File: src/rtl/softmax_pkg.sv
// Shared types and helpers for the softmax datapath stages.
package softmax_pkg;

    localparam int DEFAULT_DW = 32;

    typedef enum logic [1:0] {
        IDLE,
        LOAD,
        DRAIN,
        DONE
    } ctrl_state_e;

    // Wide subtract is exact for dw <= 63; only the negative side can clamp.
    function automatic logic signed [63:0] sat_sub(
        input logic signed [63:0] a,
        input logic signed [63:0] b,
        input int                 dw
    );
        logic signed [63:0] d;
        logic signed [63:0] lo;
        d  = a - b;
        lo = -(64'sd1 <<< (dw - 1));
        return (d < lo) ? lo : d;
    endfunction

endpackage

File: src/rtl/max_tracker.sv
// Registered running signed maximum; init loads, update keeps the larger.
module max_tracker
    import softmax_pkg::*;
#(
    parameter int DW = DEFAULT_DW
) (
    input  logic                 clk,
    input  logic                 rst_n,
    input  logic                 init_i,
    input  logic                 update_i,
    input  logic signed [DW-1:0] data_i,
    output logic signed [DW-1:0] max_o
);

    logic signed [DW-1:0] max_q;

    always_ff @(posedge clk or negedge rst_n) begin
        if (!rst_n) begin
            max_q <= '0;
        end else if (init_i) begin
            max_q <= data_i;
        end else if (update_i && (data_i > max_q)) begin
            max_q <= data_i;
        end
    end

    assign max_o = max_q;

endmodule

File: src/rtl/softmax_fifo_ctrl.sv
// Two-pass softmax row sequencer: load row into fifo tracking max,
// then drain it emitting saturated x - max.
module softmax_fifo_ctrl
    import softmax_pkg::*;
#(
    parameter int DW = DEFAULT_DW,
    parameter int N  = 32,
    parameter int LW = $clog2(N) + 1
) (
    input  logic                 clk,
    input  logic                 rst_n,
    input  logic                 start,
    input  logic [LW-1:0]        vec_len,
    output logic                 busy,
    output logic                 done,
    output logic                 err,
    output logic signed [DW-1:0] max_out,
    input  logic                 in_valid,
    input  logic signed [DW-1:0] in_data,
    output logic                 in_ready,
    output logic                 out_valid,
    output logic signed [DW-1:0] out_data,
    input  logic                 out_ready,
    output logic                 fifo_clr,
    output logic                 fifo_wr_en,
    output logic signed [DW-1:0] fifo_wdata,
    output logic                 fifo_rd_en,
    input  logic signed [DW-1:0] fifo_rdata,
    input  logic                 fifo_full,
    input  logic                 fifo_empty
);

    ctrl_state_e state_q, state_d;

    logic [LW-1:0] len_q, len_d;
    logic [LW-1:0] wr_cnt_q, wr_cnt_d;
    logic [LW-1:0] rd_cnt_q, rd_cnt_d;
    logic [LW-1:0] hs_cnt_q, hs_cnt_d;
    logic          out_valid_q, out_valid_d;
    logic          err_q, err_d;
    logic          len_ok;

    logic signed [DW-1:0] max_q;
    logic signed [63:0]   diff64;

    assign len_ok = (vec_len != '0) && (vec_len <= LW'(N));

    always_comb begin
        state_d     = state_q;
        len_d       = len_q;
        wr_cnt_d    = wr_cnt_q;
        rd_cnt_d    = rd_cnt_q;
        hs_cnt_d    = hs_cnt_q;
        out_valid_d = out_valid_q;
        err_d       = err_q;
        fifo_clr    = 1'b0;
        in_ready    = 1'b0;
        fifo_wr_en  = 1'b0;
        fifo_rd_en  = 1'b0;
        unique case (state_q)
            IDLE: begin
                if (start) begin
                    len_d       = vec_len;
                    wr_cnt_d    = '0;
                    rd_cnt_d    = '0;
                    hs_cnt_d    = '0;
                    out_valid_d = 1'b0;
                    err_d       = !len_ok;
                    fifo_clr    = len_ok;
                    state_d     = len_ok ? LOAD : DONE;
                end
            end
            LOAD: begin
                in_ready   = (wr_cnt_q < len_q) && !fifo_full;
                fifo_wr_en = in_valid && in_ready;
                if (fifo_wr_en) begin
                    wr_cnt_d = wr_cnt_q + 1'b1;
                    if (wr_cnt_d == len_q) begin
                        state_d = DRAIN;
                    end
                end
            end
            DRAIN: begin
                fifo_rd_en = (rd_cnt_q < len_q) && !fifo_empty
                           && (!out_valid_q || out_ready);
                if (fifo_rd_en) begin
                    rd_cnt_d = rd_cnt_q + 1'b1;
                end
                if (out_valid_q && out_ready) begin
                    hs_cnt_d = hs_cnt_q + 1'b1;
                end
                if (fifo_rd_en) begin
                    out_valid_d = 1'b1;
                end else if (out_ready) begin
                    out_valid_d = 1'b0;
                end
                // Exit once the final handshake has been registered.
                if (hs_cnt_q == len_q) begin
                    state_d = DONE;
                end
            end
            DONE: begin
                state_d = IDLE;
            end
            default: begin
                state_d = IDLE;
            end
        endcase
    end

    always_ff @(posedge clk or negedge rst_n) begin
        if (!rst_n) begin
            state_q     <= IDLE;
            len_q       <= '0;
            wr_cnt_q    <= '0;
            rd_cnt_q    <= '0;
            hs_cnt_q    <= '0;
            out_valid_q <= 1'b0;
            err_q       <= 1'b0;
        end else begin
            state_q     <= state_d;
            len_q       <= len_d;
            wr_cnt_q    <= wr_cnt_d;
            rd_cnt_q    <= rd_cnt_d;
            hs_cnt_q    <= hs_cnt_d;
            out_valid_q <= out_valid_d;
            err_q       <= err_d;
        end
    end

    max_tracker #(
        .DW(DW)
    ) u_max (
        .clk     (clk),
        .rst_n   (rst_n),
        .init_i  (fifo_wr_en && (wr_cnt_q == '0)),
        .update_i(fifo_wr_en && (wr_cnt_q != '0)),
        .data_i  (in_data),
        .max_o   (max_q)
    );

    // The fifo holds its read data, so the difference needs no register.
    assign diff64 = sat_sub(64'(fifo_rdata), 64'(max_q), DW);

    assign out_data   = DW'(diff64);
    assign out_valid  = out_valid_q;
    assign fifo_wdata = in_data;
    assign max_out    = max_q;
    assign busy       = (state_q != IDLE);
    assign done       = (state_q == DONE);
    assign err        = err_q;

endmodule

File: config.mk
export PLATFORM = sky130hd
export DESIGN_NAME = softmax_fifo_ctrl
export DESIGN_NICKNAME = d
export VERILOG_FILES = /design/src/rtl/softmax_pkg.sv /design/src/rtl/max_tracker.sv /design/src/rtl/softmax_fifo_ctrl.sv
export SDC_FILE = /design/constraint.sdc
export NUM_CORES = 1
export LEC_CHECK = 0
export BUFFER_PORTS_ARGS = -buffer_cell sky130_fd_sc_hd__buf_2
export CORE_UTILIZATION = 45
export DETAILED_ROUTE_END_ITERATION = 6
export GPL_TIMING_DRIVEN = 0
export PLACE_DENSITY = 0.81
export SLEW_MARGIN = 20
export SYNTH_ARGS = -nofsm -noshare
export SYNTH_HDL_FRONTEND = slang
export SYNTH_SLANG_ARGS = --single-unit
File: constraint.sdc
create_clock -name clk -period 4.3 [get_ports clk]
set_clock_uncertainty 0.1 [all_clocks]
set_input_delay 0.86 -clock clk [delete_from_list [all_inputs] [get_ports clk]]
set_output_delay 0.86 -clock clk [all_outputs]
set_load 0.05 [all_outputs]
==> results of run 1 <==
Yosys cell counts, types with 9 or more instances:
| master | number |
|---|---|
| xnor2_1 | 26 |
| inv_1 | 54 |
| nor2_1 | 69 |
| mux2_4 | 30 |
| nand2b_1 | 9 |
| a21oi_1 | 48 |
| dfrtp_1 | 60 |
| nand2_1 | 47 |
| xor2_1 | 26 |
| nand3_1 | 20 |
| a21o_1 | 9 |
| buf_4 | 34 |
| o21ai_0 | 33 |
| ha_1 | 84 |
| nand4_1 | 9 |
sequential cells by signal, summed over array words and instances (netlist names):
signal / cells
hs_cnt_q: 6
out_valid: 1
err: 1
u_max.max_o: 32
state_q: 2
rd_cnt_q: 6
wr_cnt_q: 6
len_q: 6
routing by layer:
layer,wire length (um),up-vias,GRT usage (%)
li1,-,2795,-
met1,7360,2735,30.4
met2,8560,210,41.4
met3,1040,33,4.78
met4,431,0,8.81
met5,0,-,0
what timing repair did:
action | 4_1_cts | 5_1_grt
pin swaps | 13 | 15
resized for setup | 63 | 61
setup endpoints to repair | 32 | 31
cloned | 0 | 3
buffers inserted | 7 | 6
stage by stage:
stage               setup slack [ns]  util [%]  TNS, ns  hold WS, ns  cell area [um^2]
global route                 -0.0434      61.2   -0.337        0.414              8070
finish                        0.0371      61.2        0        0.391              8070
detailed placement            -0.470      54.8   -11.20        0.384              7230
global placement              -0.474      54.8   -11.39        0.381              7220
CTS                          -0.0518      58.9  -0.0518        0.398              7770
floorplan                    -0.0267         -  -0.0267        0.402              6110
worst min-delay path by stage:
stage / from / endpoint / slack, ns / cells after the start
final: err$_DFFE_PN0P_ / err$_DFFE_PN0P_ / 0.39 / 2
after global routing: err$_DFFE_PN0P_ / err$_DFFE_PN0P_ / 0.41 / 2
after CTS: err$_DFFE_PN0P_ / err$_DFFE_PN0P_ / 0.40 / 2
after detailed placement: err$_DFFE_PN0P_ / err$_DFFE_PN0P_ / 0.38 / 2
after global placement: err$_DFFE_PN0P_ / err$_DFFE_PN0P_ / 0.38 / 2
after floorplan: wr_cnt_q[0]$_DFFE_PN0P_ / wr_cnt_q[0]$_DFFE_PN0P_ / 0.40 / 1
cells by family after synthesis:
family	synth area share (%)
buffers and inverters	9.21
adder cells (fa/ha/maj)	17.6
XOR/XNOR	7.75
flip-flops	24.7
AND/OR/NAND/NOR	15.6
AO/OA/AOI/OAI	15.7
multiplexers	9.42
worst max-delay path, cell delays in order:
cell	delay (ns)
buf_6	0.09
inv_4	0.05
ha_4	0.13
inv_2	0.03
fa_2	0.37
a211oi_4	0.24
nor3_2	0.08
o2111ai_2	0.23
a21oi_2	0.09
nor2_2	0.15
o31ai_2	0.10
mux2i_4	0.42
clkbuf_16	0.25
nor2_2	0.06
buf_6	0.15
layout by cell type (no fill, tap or decap), drive strengths merged, types with 19 or more instances in the layout:
| cell type | netlist | final |
|---|---|---|
| buf | 39 | 233 |
| ha | 84 | 84 |
| nor2 | 70 | 70 |
| dfrtp | 60 | 60 |
| inv | 54 | 54 |
| a21oi | 49 | 49 |
| nand2 | 48 | 48 |
| o21ai | 40 | 40 |
| mux2 | 38 | 38 |
| xnor2 | 27 | 27 |
| xor2 | 26 | 26 |
| nand3 | 20 | 20 |
| clkbuf | 7 | 19 |
cell type report:
type	instances	area (um^2)
Clock buffer	12	246
Sequential cell	60	1500
Tap cell	176	220
Multi-Input combinational cell	525	4300
Fill cell	1142	5120
Clock inverter	4	25.0
Inverter	54	205
Timing Repair Buffer	195	1190
Buffer	45	373
==> results.sh, run 1 <==
export IMPL_status="complete, no violations"
export IMPL_cts_num_sinks=60
export IMPL_async_flop_share_pct=100
export IMPL_max_freq_mhz=235
export IMPL_syn_avg_cell_area_um2=8.88
export IMPL_cp_start_kind="input port"
export IMPL_grt_pass1_vias=5521
export IMPL_drv_slew=0
export IMPL_ys_flop_type="dfrtp_1"
export IMPL_ys_warn_count=0
export IMPL_yosysUniqueCellTypes=69
export IMPL_htreeDepth=3
export IMPL_seq_area_frac_synth_pct=24.7
export IMPL_synth_area_leaders="dfrtp_1, ha_1, mux2_4, nor2_1, buf_4"
export IMPL_worstReg2RegStart="u_max.max_o[11]$_DFFE_PN0P_"
export IMPL_worst_slew_margin_rel_pct=47.5
export IMPL_detailed_place_hpwl_um=13000
export IMPL_synth_edf_count=0
export IMPL_final_cells=1071
export IMPL_grt_max_degree=61
export IMPL_cp_endpoint="out_data[18]"
export IMPL_hold_buffers=0
export IMPL_viasPerCell=5.39
export IMPL_min_period_ns=4.26
export IMPL_grtUsageTotal_pct=24.3
export IMPL_vias=5773
export IMPL_r2r_setup_slack_ns=1.10
export IMPL_syn_num_nets=847
export IMPL_cts_path_max_buffers=2
export IMPL_drc_errors=0
export IMPL_synthCells=685
export IMPL_fp_dieH_um=118
export IMPL_dieArea_um2=14000
export IMPL_core_um2=13200
export IMPL_path_max_fanout=7
export IMPL_synth_largest_area_cell="dfrtp_1"
export IMPL_grt_pass1_wl_um=27000
export IMPL_clk_latency_ns=0.34
export IMPL_path_class="input port to output pin"
export IMPL_post_route_period_util_pct=99.1
export IMPL_synth_top_area_share_pct=24.7
export IMPL_antennaDiodeCount=0
export IMPL_cts_buffers=9
export IMPL_cp_arrival_ns=3.30
export IMPL_start_util_pct=46.1
export IMPL_drive_gt1_share_pct=39.0
export IMPL_required_ns=3.34
export IMPL_reg2reg_depth=11
export IMPL_cp_end_kind="output pin"
export IMPL_rsz0062_at_grt="yes"
export IMPL_worst_slew_pin_slew_ns=0.788
export IMPL_rows=42
export IMPL_area_delta_synth_final_pct=32.6
export IMPL_gp_congestion=0.896
export IMPL_cts_tree="built"
export IMPL_startpoint="fifo_rdata[0]"
export IMPL_antenna_found_initial=0
export IMPL_finalHoldViolations=0
export IMPL_clkTransAtPathRegs_ns=0.05
export IMPL_detail_route_antenna_nets=0
export IMPL_drt_wl_total_um=17400
export IMPL_setup_violations=0
export IMPL_max_cap_violations=0
export IMPL_nets=1052
export IMPL_overflow=0
export IMPL_rr_endpoint="u_max.max_o[3]$_DFFE_PN0P_"
export IMPL_dp_cells=1040
export IMPL_port_buffers=179
export IMPL_cts_root_buf="clkbuf_16"
export IMPL_ios=181
export IMPL_die_x_um=118
export IMPL_synth_seq_cells=60
export IMPL_hold_path_class="flop to flop"
export IMPL_first_pass_iters=5
export IMPL_wl_per_cell_um=16.2
export IMPL_syn_area_um2=6090
export IMPL_drt_iter0_markers=305
Power of run 1 is left out: the tool's default activity adds up to more than one toggle a clock period on the data nets, which glitch-free logic cannot reach.
==> run 2: changes to the inputs <==
Settings changed: CORE_UTILIZATION 45 to 54, PLACE_DENSITY 0.81 to 0.93.
==> results.sh, run 2 (synthesized netlist as in run 1, its figures left out) <==
export IMPL_grt_pass1_wl_um=26300
export IMPL_hold_buffers=0
export IMPL_detailed_place_hpwl_um=13500
export IMPL_violations="setup timing"
export IMPL_setup_violations=7
export IMPL_finalInstanceArea_um2=7690
export IMPL_post_route_period_util_pct=101
export IMPL_startpoint="fifo_rdata[2]"
export IMPL_port_buffers=179
export IMPL_setup_slack_ns=-0.0320
export IMPL_clk_latency_ns=0.35
export IMPL_status="complete, but fails checks"
export IMPL_required_ns=3.34
export IMPL_drive_gt1_share_pct=36.6
export IMPL_grtUsageTotal_pct=29.1
export IMPL_place_area_um2=7210
export IMPL_largest_reg_flops=32
export IMPL_worst_slew_margin_rel_pct=57.6
export IMPL_path_max_fanout=10
export IMPL_cts_buffers=9
export IMPL_drv_slew=0
export IMPL_antenna_found_initial=0
export IMPL_cts_path_max_buffers=2
export IMPL_cts_num_sinks=60
export IMPL_reg2reg_depth=11
export IMPL_detail_route_antenna_nets=0
export IMPL_rows=38
export IMPL_cp_arrival_ns=3.37
export IMPL_worstReg2RegStart="u_max.max_o[14]$_DFFE_PN0P_"
export IMPL_drt_wl_total_um=17300
export IMPL_max_cap_violations=0
export IMPL_area_delta_synth_final_pct=26.4
export IMPL_final_cell_mix="buf_2, ha_1, nor2_1"
export IMPL_overflow=0
export IMPL_cp_start_kind="input port"
export IMPL_clkTransAtPathRegs_ns=0.08
export IMPL_viasPerCell=5.65
export IMPL_core_um2=10900
export IMPL_fin_util_pct=70.7
export IMPL_hold_path_class="input port to asynchronous set/reset pin"
export IMPL_cts_tree="built"
export IMPL_die_x_um=108
export IMPL_layout_commonest_cell="buf_2"
export IMPL_ios=181
export IMPL_worst_slew_pin_slew_ns=0.629
export IMPL_grt_pass1_vias=5497
export IMPL_fp_dieH_um=108
export IMPL_grt_max_degree=48
export IMPL_htreeDepth=3
export IMPL_first_pass_iters=5
export IMPL_path_class="input port to output pin"
export IMPL_r2r_setup_slack_ns=1.15
export IMPL_vias=5825
export IMPL_rr_endpoint="u_max.max_o[19]$_DFFE_PN0P_"
export IMPL_nets=1047
export IMPL_min_period_ns=4.33
export IMPL_dieArea_um2=11700
export IMPL_rsz0062_at_grt="yes"
export IMPL_gp_congestion=0.919
export IMPL_finalHoldViolations=0
export IMPL_max_freq_mhz=231
export IMPL_dp_slack_ns=-0.367
export IMPL_cp_end_kind="output pin"
export IMPL_start_util_pct=55.9
export IMPL_wl_per_cell_um=16.8
export IMPL_drc_errors=0
export IMPL_drt_iter0_markers=299
export IMPL_whs_ns=0.275
export IMPL_cts_root_buf="clkbuf_8"
[run 2: cell count changes in the layout (fill, tap and decap cells not counted), moves of 5 or more]
| cell | before | now |
|---|---|---|
| ha_1 | 73 | 80 |
| ha_4 | 6 | 1 |
| buf_6 | 24 | 10 |
| clkbuf_16 | 10 | 0 |
| buf_2 | 146 | 165 |
| clkbuf_8 | 1 | 9 |
| buf_4 | 59 | 46 |
[run 2: per-layer routing]
metal | part of all wire [%] | vias to the layer above | track usage [%]
met1 | 42 | 2760 | 36.5
met5 | 0 | - | 0
met3 | 6.0 | 47 | 5.36
met4 | 2.5 | 0 | 9.88
li1 | - | 2788 | -
met2 | 50 | 230 | 50.2
[run 2: timing repair]
action,in CTS,in global routing
buffers inserted,5,3
resized for setup,27,39
pin swaps,11,8
setup endpoints to repair,31,31
gates cloned,0,2
[run 2: area by class of cell]
| type | instances | area [um^2] |
|---|---|---|
| Fill cell | 849 | 3190 |
| Antenna cell | 1 | 2.50 |
| Buffer | 45 | 368 |
| Timing Repair Buffer | 190 | 1070 |
| Sequential cell | 60 | 1500 |
| Inverter | 54 | 205 |
| Clock inverter | 7 | 67.6 |
| Multi-Input combinational cell | 525 | 4180 |
| Tap cell | 140 | 175 |
| Clock buffer | 9 | 124 |
[run 2: how the worst max path moves through the flow]
stage,endpoint,depth (start not counted)
CTS,out_data[22],14
detailed placement,out_data[28],14
global route,out_data[0],12
global placement,out_data[13],15
finish,out_data[0],12
floorplan,out_data[7],9
[run 2: critical path, stage by stage]
cell      delay (ns)
buf_2           0.11
ha_2            0.39
a21oi_1         0.13
a211oi_2        0.28
o21ai_1         0.10
nand2_1         0.15
nor2_4          0.08
o31a_2          0.37
mux2i_4         0.24
buf_6           0.18
nor2_1          0.17
buf_2           0.30
[run 2: through the flow]
stage	setup TNS [ns]	instances
2_1_floorplan	-0.0267	685
3_3_place_gp	-9.43	1004
3_5_place_dp	-9.50	1005
4_1_cts	-0.261	1026
5_1_grt	-1.38	1030
6_report	-0.131	1031
Power of run 2 is left out for the same reason.
==> run 3: changes to the inputs <==
Settings changed: BUFFER_PORTS_ARGS -buffer_cell sky130_fd_sc_hd__buf_2 to -buffer_cell sky130_fd_sc_hd__buf_4, CORE_MARGIN from default to 2.
==> results.sh, run 3 (synthesized netlist as in run 1, its figures left out) <==
export IMPL_status="complete, but fails checks"
export IMPL_violations="setup timing"
export IMPL_cp_arrival_ns=3.34
export IMPL_post_route_period_util_pct=100
export IMPL_path_buf_inv=4
export IMPL_port_buffers=179
export IMPL_fin_util_pct=74.4
export IMPL_drt_wl_total_um=17800
export IMPL_drive_gt1_share_pct=36.0
export IMPL_max_freq_mhz=232
export IMPL_clk_latency_ns=0.33
export IMPL_start_util_pct=55.7
export IMPL_cts_path_max_buffers=2
export IMPL_area_delta_synth_final_pct=33.7
export IMPL_cp_end_kind="output pin"
export IMPL_path_max_fanout=3
export IMPL_min_period_ns=4.30
export IMPL_grtUsageTotal_pct=28.9
export IMPL_cts_buffers=9
export IMPL_setup_slack_ns=-0.00381
export IMPL_ios=181
export IMPL_hold_path_class="flop to flop"
export IMPL_dieArea_um2=12100
export IMPL_cts_root_buf="clkbuf_16"
export IMPL_viasPerCell=5.72
export IMPL_finalHoldViolations=0
export IMPL_gp_congestion=0.920
export IMPL_clkTransAtPathRegs_ns=0.06
export IMPL_final_cell_mix="buf_4, ha_1, nor2_1"
export IMPL_required_ns=3.34
export IMPL_crit_path_top_delay_cell="fa_2"
export IMPL_max_cap_violations=0
export IMPL_dp_slack_ns=-0.380
export IMPL_cpLargestDelayFamily="compound AO/OA/AOI/OAI gates"
export IMPL_drc_errors=0
export IMPL_cts_tree="built"
export IMPL_core_um2=10900
export IMPL_htreeDepth=3
export IMPL_rows=38
export IMPL_nets=1042
export IMPL_largest_reg_flops=32
export IMPL_cts_num_sinks=60
export IMPL_die_x_um=110
export IMPL_setup_violations=1
export IMPL_crit_top_cell="a21o_1"
export IMPL_rsz0062_at_grt="yes"
export IMPL_drv_slew=0
export IMPL_crit_path_cell_trace="buf_8 > inv_4 > ha_4 > inv_2 > fa_2 > a211oi_4 > nor3_2 > or2_1 > a21o_1 > a311o_1 > a21o_1 > xnor2_2 > nor2_4 > buf_6"
export IMPL_fp_dieH_um=110
export IMPL_antennaDiodeCount=0
export IMPL_vias=5866
export IMPL_detail_route_antenna_nets=0
export IMPL_cp_start_kind="input port"
export IMPL_worst_slew_margin_rel_pct=46.5
export IMPL_grt_max_degree=61
export IMPL_first_pass_iters=6
export IMPL_drt_iter0_markers=352
export IMPL_path_class="input port to output pin"
export IMPL_worst_slew_pin_slew_ns=0.803
export IMPL_place_area_um2=7630
export IMPL_wl_per_cell_um=17.4
export IMPL_grt_pass1_vias=5764
export IMPL_grt_pass1_wl_um=27100
export IMPL_overflow=0
export IMPL_layout_commonest_cell="buf_4"
export IMPL_cpPeakStageDelay_ns=0.38
export IMPL_antenna_found_initial=0
export IMPL_finalInstanceArea_um2=8130
export IMPL_detailed_place_hpwl_um=13800
-- run 3: cell types whose count changed in the layout (fill, tap and decap cells not counted), sizes merged --
cell / previous run / this run
diode: 1 / 0
bufinv: 1 / 2
clkinvlp: 0 / 1
clkinv: 6 / 4
buf: 227 / 224
clkbuf: 17 / 15
-- run 3: metrics by stage --
step / cells / TNS (ns) / hold slack [ns]
final: 1025 / -0.00381 / 0.440
after global routing: 1025 / -0.976 / 0.452
after CTS: 1026 / -0.118 / 0.444
after detailed placement: 1004 / -9.72 / 0.408
after global placement: 1004 / -8.26 / 0.386
after floorplan: 685 / -0.0267 / 0.402
-- run 3: metal layers --
layer,global-route usage (%),wire [um],vias up
li1,-,-,2782
met1,35.9,7300,2795
met2,49.4,8810,253
met3,4.82,1290,36
met4,12.5,435,0
met5,0,0,-
-- run 3: area by class of cell --
type	instances	area, um^2
buffer	45	368
clock buffer	9	225
clock inverter	7	91.3
fill	812	2800
inverter	54	205
multi-input combinational	525	4160
sequential	60	1500
tap	140	175
timing repair buffer	185	1410
-- run 3: repair_timing --
| item | in CTS | in global routing |
|---|---|---|
| resized for setup | 19 | 18 |
| setup endpoints to repair | 31 | 31 |
| pin swaps | 10 | 4 |
| buffers inserted | 6 | 0 |
| hold buffers | 0 | 0 |
| gates cloned | 0 | 0 |
-- run 3: path summary, 6_finish.rpt --
check	from	to	slack, ns	depth (start not counted)
max in group asynchronous	rst_n	u_max.max_o[8]$_DFFE_PN0P_	3.05	1
min in group asynchronous	rst_n	u_max.max_o[22]$_DFFE_PN0P_	0.51	1
max reg2reg	u_max.max_o[14]$_DFFE_PN0P_	u_max.max_o[19]$_DFFE_PN0P_	1.09	11
min reg2reg	u_max.max_o[18]$_DFFE_PN0P_	u_max.max_o[18]$_DFFE_PN0P_	0.44	1
max	fifo_rdata[0]	out_data[22]	-0.004	14
min	u_max.max_o[18]$_DFFE_PN0P_	u_max.max_o[18]$_DFFE_PN0P_	0.44	1
Power of run 3 is left out for the same reason.
